[src/rtl/mult_arbiter_if.sv]
// Bus bundle between the requesting datapaths, the arbiter and the shared multiplier.
interface mult_arbiter_if #(
    parameter int N_REQ = 4,
    parameter int WIDTH = 16
);
    logic [N_REQ-1:0]       req;
    logic [N_REQ*WIDTH-1:0] op_a;
    logic [N_REQ*WIDTH-1:0] op_b;
    logic [N_REQ-1:0]       grant;
    logic [N_REQ-1:0]       res_valid;
    logic [2*WIDTH-1:0]     result;
    logic                   err;
    logic                   mul_init;
    logic [WIDTH-1:0]       mul_a;
    logic [WIDTH-1:0]       mul_b;
    logic                   mul_done;
    logic [2*WIDTH-1:0]     mul_result;

    // Arbiter side.
    modport slave (
        input  req, op_a, op_b, mul_done, mul_result,
        output grant, res_valid, result, err, mul_init, mul_a, mul_b
    );

    // Requesters plus multiplier side.
    modport master (
        output req, op_a, op_b, mul_done, mul_result,
        input  grant, res_valid, result, err, mul_init, mul_a, mul_b
    );
endinterface

[src/rtl/mult_arbiter.sv]
// Round-robin arbiter sharing one shift-add multiplier among N_REQ requesters,
// with a watchdog that aborts a stalled multiply and raises a sticky error.
module mult_arbiter #(
    parameter int N_REQ   = 4,
    parameter int WIDTH   = 16,
    parameter int TIMEOUT = 255
) (
    input  logic           clk,
    input  logic           rst,
    mult_arbiter_if.slave  bus
);
    localparam int          PW = (N_REQ > 1) ? $clog2(N_REQ) : 1;
    localparam int unsigned NR = N_REQ;
    localparam int          CW = 10;

    typedef enum logic [1:0] {IDLE, WAIT, DRAIN} state_t;

    state_t               state_q;
    logic [PW-1:0]        ptr_q;
    logic [CW-1:0]        cnt_q;
    logic [N_REQ-1:0]     grant_q;
    logic [N_REQ-1:0]     res_valid_q;
    logic [2*WIDTH-1:0]   result_q;
    logic                 err_q;
    logic                 mul_init_q;
    logic [WIDTH-1:0]     mul_a_q;
    logic [WIDTH-1:0]     mul_b_q;

    logic                 win_vld_d;
    logic [PW-1:0]        win_idx_d;
    logic [PW-1:0]        cand;
    logic [N_REQ-1:0]     win_oh_d;
    logic [WIDTH-1:0]     op_a_d;
    logic [WIDTH-1:0]     op_b_d;

    // Round-robin search starting one past the last winner; first set request wins.
    always_comb begin
        win_vld_d = 1'b0;
        win_idx_d = '0;
        cand      = '0;
        for (int unsigned k = 1; k <= NR; k++) begin
            cand = PW'((32'(ptr_q) + k) % NR);
            if (!win_vld_d && bus.req[cand]) begin
                win_vld_d = 1'b1;
                win_idx_d = cand;
            end
        end
        win_oh_d            = '0;
        win_oh_d[win_idx_d] = 1'b1;
        op_a_d              = bus.op_a[win_idx_d*WIDTH +: WIDTH];
        op_b_d              = bus.op_b[win_idx_d*WIDTH +: WIDTH];
    end

    // Sequencer: grant, wait for done or watchdog, then drain until done falls.
    always_ff @(posedge clk) begin
        if (rst) begin
            state_q     <= IDLE;
            ptr_q       <= PW'(N_REQ - 1);
            cnt_q       <= '0;
            grant_q     <= '0;
            res_valid_q <= '0;
            result_q    <= '0;
            err_q       <= 1'b0;
            mul_init_q  <= 1'b0;
            mul_a_q     <= '0;
            mul_b_q     <= '0;
        end else begin
            res_valid_q <= '0;
            case (state_q)
                IDLE: begin
                    if (win_vld_d && !bus.mul_done) begin
                        grant_q    <= win_oh_d;
                        mul_a_q    <= op_a_d;
                        mul_b_q    <= op_b_d;
                        mul_init_q <= 1'b1;
                        ptr_q      <= win_idx_d;
                        cnt_q      <= '0;
                        state_q    <= WAIT;
                    end
                end
                WAIT: begin
                    if (bus.mul_done) begin
                        result_q    <= bus.mul_result;
                        res_valid_q <= grant_q;
                        grant_q     <= '0;
                        mul_init_q  <= 1'b0;
                        state_q     <= DRAIN;
                    end else if (cnt_q == CW'(TIMEOUT)) begin
                        err_q      <= 1'b1;
                        grant_q    <= '0;
                        mul_init_q <= 1'b0;
                        state_q    <= DRAIN;
                    end else begin
                        cnt_q <= cnt_q + 1'b1;
                    end
                end
                DRAIN: begin
                    if (!bus.mul_done) begin
                        state_q <= IDLE;
                    end
                end
                default: state_q <= IDLE;
            endcase
        end
    end

    assign bus.grant     = grant_q;
    assign bus.res_valid = res_valid_q;
    assign bus.result    = result_q;
    assign bus.err       = err_q;
    assign bus.mul_init  = mul_init_q;
    assign bus.mul_a     = mul_a_q;
    assign bus.mul_b     = mul_b_q;
endmodule

[src/flat_wrapper.sv]
// flat-port wrapper written by rule: the top's interface ports become plain ports
module mult_arbiter_flat 
#(
    parameter int N_REQ   = 4,
    parameter int WIDTH   = 16,
    parameter int TIMEOUT = 255
)
  (clk, rst, bus_req, bus_op_a, bus_op_b, bus_mul_done, bus_mul_result, bus_grant, bus_res_valid, bus_result, bus_err, bus_mul_init, bus_mul_a, bus_mul_b);
  mult_arbiter_if #(.N_REQ(N_REQ), .WIDTH(WIDTH)) bus_i ();
  input  logic clk;
  input  logic rst;
  input wire logic [$bits(bus_i.req)-1:0] bus_req;
  input wire logic [$bits(bus_i.op_a)-1:0] bus_op_a;
  input wire logic [$bits(bus_i.op_b)-1:0] bus_op_b;
  input wire logic [$bits(bus_i.mul_done)-1:0] bus_mul_done;
  input wire logic [$bits(bus_i.mul_result)-1:0] bus_mul_result;
  output wire logic [$bits(bus_i.grant)-1:0] bus_grant;
  output wire logic [$bits(bus_i.res_valid)-1:0] bus_res_valid;
  output wire logic [$bits(bus_i.result)-1:0] bus_result;
  output wire logic [$bits(bus_i.err)-1:0] bus_err;
  output wire logic [$bits(bus_i.mul_init)-1:0] bus_mul_init;
  output wire logic [$bits(bus_i.mul_a)-1:0] bus_mul_a;
  output wire logic [$bits(bus_i.mul_b)-1:0] bus_mul_b;
  assign bus_i.req = bus_req;
  assign bus_i.op_a = bus_op_a;
  assign bus_i.op_b = bus_op_b;
  assign bus_i.mul_done = bus_mul_done;
  assign bus_i.mul_result = bus_mul_result;
  assign bus_grant = bus_i.grant;
  assign bus_res_valid = bus_i.res_valid;
  assign bus_result = bus_i.result;
  assign bus_err = bus_i.err;
  assign bus_mul_init = bus_i.mul_init;
  assign bus_mul_a = bus_i.mul_a;
  assign bus_mul_b = bus_i.mul_b;
  mult_arbiter #(.N_REQ(N_REQ), .WIDTH(WIDTH), .TIMEOUT(TIMEOUT)) u_core (.clk(clk), .rst(rst), .bus(bus_i));
endmodule
[config.mk]
export PLATFORM = sky130hd
export DESIGN_NAME = mult_arbiter_flat
export DESIGN_NICKNAME = d
export VERILOG_FILES = /design/src/rtl/mult_arbiter_if.sv /design/src/rtl/mult_arbiter.sv /design/src/flat_wrapper.sv
export SDC_FILE = /design/constraint.sdc
export NUM_CORES = 1
export LEC_CHECK = 0
export CORE_ASPECT_RATIO = 0.8
export CORE_MARGIN = 2
export CORE_UTILIZATION = 34
export DETAILED_ROUTE_END_ITERATION = 6
export PLACE_DENSITY = 0.77
export SETUP_SLACK_MARGIN = 0.15
export SYNTH_ARGS = -nofsm -noshare
export SYNTH_HDL_FRONTEND = slang
export SYNTH_SLANG_ARGS = --single-unit
[constraint.sdc]
create_clock -name clk -period 1.6 [get_ports clk]
set_input_delay 0.32 -clock clk [delete_from_list [all_inputs] [get_ports clk]]
set_output_delay 0.32 -clock clk [all_outputs]
set_load 0.03 [all_outputs]
==> results.cfg <==
[status]
outcome = finished with violations
violations = negative setup slack

[power_and_ir_drop]
clkPwrFrac_pct = 32.4
power_frac_seq_pct = 36.4
peakVddDrop_mv = 0.605
total_switching_power_mw = 1.96
intPower_mw = 4.71
p_sw_share_pct = 29.3
cellPowerDensity_nw_per_um2 = 833
power_leakage_nw = 3.33
combPwrFrac_pct = 31.2

[global_route]
grt_usage_pct = 24.1
grt_pass1_wl_um = 24500
grt_overflow = 0
grt_start_max_net_pins = 39
grt_pass1_vias = 4804
antenna_found_initial = 0

[floorplan]
coreArea_um2 = 11500
rows = 35
die_y_um = 101
start_util_pct = 35.0
dieWidth_um = 126
io_pins = 241
die_area_um2 = 12700

[timing]
min_period_ps = 1740
post-route-period-util_pct = 109
tightest_slew_ps = 413
relSlewSlack_pct = 72.4
finClkSkew_ps = 7.86
setup_violations = 34
finalHoldViolations = 0
rsz0062_at_grt = yes
fin_ws_ps = -136
slew_violations = 0
tns_ps = -3380
fmax_mhz = 576

[detailed_routing]
dr.pass1.iters = 4
drtAntennaViolNets = 0
drc = 0
routed_wl_um = 16900
vias = 4777
wl_per_cell_um = 18.5
vias_per_cell = 5.24
drt_iter0_drc = 162

[run]
maxCapViolations = 0

[min_path]
hp-class = reg -> reg
hold_depth = 2

[synthesis]
syn_area_per_cell_um2 = 8.39
synthCells = 480
yosysWarnings = 0
ys_seq_elements = 88
syn-cell-area_um2 = 4030
syn_nets = 648
synth_cell_types = 45
yosysSeqAreaShare_pct = 43.8

[clocking]
clk_pin_slew_worst_paths_ps = 70
cts_max_level = 3
clk_path_buf_depth = 2
clkSinkCount = 88
numCtsBuffers = 9
cts-root-buf = clkbuf_16
cts_tree = done
clkLatencyLatePin_ps = 340

[worst_setup_path]
critPathKind = reg -> reg
crit_chain = buf_6, nand2b_4, a21oi_4, a211oi_4, buf_6, buf_12, buf_12, mux2i_1, o2111ai_2
cp-start-kind = flip-flop
critPathTopFamily = buffers and inverters
crit_path_max_fanout = 7
path_buf_inv = 4
r2r_cells = 9
cp_data_required_time_ps = 1810
path_depth = 9
slowest_delay_ps = 330
cpMaxStageDelayCell = dfxtp_2
crit_arrival_ps = 1950
cp-end-kind = flip-flop

[final_layout]
drive_above_1_share_pct = 23.4
mostFrequentLayoutCell = clkdlybuf4s50_1
final_util_pct = 69.5
nets = 927
areaGrowthSynthToFinish_pct = 98.7
final_cell_mix = clkdlybuf4s50_1 (161), nand2_1 (102), dfxtp_1 (80)
n_antenna_cell = 0

[placement]
dpl.hpwl_um = 11100
gp_congestion = 0.966
portBuffers = 240
[layer usage]
metal	vias up	track usage (%)	share of wire [%]
li1	2281	-	-
met1	2271	27.6	40
met2	193	44.0	51
met3	32	6.39	6.4
met4	0	8.03	2.6
met5	-	0	0
[worst paths after layout]
check                                          start                            endpoint  slack (ps)
setup / recovery        u_core.ptr_q[0]$_SDFFE_PP1P_   u_core.bus.mul_b[12]$_SDFFE_PP0P_        -140
hold / removal    u_core.bus.result[27]$_SDFFE_PP0P_  u_core.bus.result[27]$_SDFFE_PP0P_         450
setup reg to reg        u_core.ptr_q[0]$_SDFFE_PP1P_   u_core.bus.mul_b[12]$_SDFFE_PP0P_        -140
hold reg to reg   u_core.bus.result[27]$_SDFFE_PP0P_  u_core.bus.result[27]$_SDFFE_PP0P_         450
[cells in the mapped netlist (all sizes together)]
cell	number	area share (%)
nor3b	2	0.37
and4	1	0.22
and3	10	1.6
a2bb2o	1	0.25
or4	4	0.84
or3	1	0.16
clkbuf	15	1.4
nor3	2	0.37
a311oi	1	0.37
o211ai	4	0.75
a22o	2	0.44
xor2	2	0.44
o2bb2ai	1	0.22
nor2	12	1.1
or3b	1	0.22
buf	24	3.4
nor2b	1	0.16
nand2	108	10
a211oi	1	0.31
inv	2	0.19
nand2b	3	0.47
nand3b	3	0.87
a211o	1	0.22
dfxtp	88	44
nand4	3	0.47
and2	3	0.50
a31oi	1	0.16
or2	2	0.31
or2b	1	0.22
mux2i	34	8.5
o21ai	5	0.62
a32o	1	0.25
a21oi	39	4.8
nand3	68	8.6
o2111ai	32	7.0
ha	1	0.31
[area by class of cell]
class / instances / area, um^2
Tap cell: 148 / 185
Fill cell: 864 / 3520
Multi-Input combinational cell: 351 / 2480
Inverter: 2 / 7.51
Sequential cell: 88 / 1770
Clock buffer: 10 / 239
Clock inverter: 6 / 65.1
Timing Repair Buffer: 307 / 3250
[stage by stage]
step / worst slack, ps / total power, mW / hold WS [ps] / std cells / cell area (um^2)
after global placement: -651 / 4.23 / 441 / 870 / 6940
after floorplan: -62.6 / 3.25 / 447 / 480 / 4080
final: -136 / 6.67 / 451 / 912 / 8000
after detailed placement: -702 / 4.27 / 446 / 870 / 6940
after CTS: -126 / 6.55 / 452 / 903 / 7590
after global routing: -229 / 6.91 / 473 / 912 / 8000
[worst min-delay path: stages, from the launching register on]
cell and delay [ps]:
dfxtp_1 310, nand2_1 50, a21oi_1 50
[repair_timing]
action,4_1_cts,5_1_grt
setup buffers,12,3
resized for setup,154,78
gates cloned,5,6
setup endpoints to repair,124,97
pin swaps,32,32
hold buffers,0,0
[flip-flops by register name, summed over array words and instances, names as in the netlist]
name / flops
u_core.bus.result: 32
u_core.bus.mul_a: 16
u_core.bus.mul_b: 16
u_core.cnt_q: 10
u_core.bus.grant: 4
u_core.bus.res_valid: 4
u_core.ptr_q: 2
u_core.state_q: 2
u_core.bus.err: 1
u_core.bus.mul_init: 1
[power by group through the flow]
stage / registers [mW] / clock network [mW] / logic [mW]
floorplan: 2.72 / 0 / 0.537
global placement: 2.46 / 0 / 1.77
detailed placement: 2.47 / 0 / 1.80
CTS: 2.42 / 2.20 / 1.93
global route: 2.44 / 2.29 / 2.18
finish: 2.43 / 2.16 / 2.08
[logic make-up (layout without fill, tap and decap cells)]
family	count (synthesis)	after routing	share of synthesized area (%)
AOI/OAI and AO/OA	89	89	15.4
xor gates and xnor gates	2	2	0.435
adders and majority gates	1	1	0.311
buffers and inverters	41	325	5.00
DFF	88	88	43.8
muxes	34	34	8.45
and+or+nand+nor	225	225	26.7
Power figures use the tool's default switching activity.
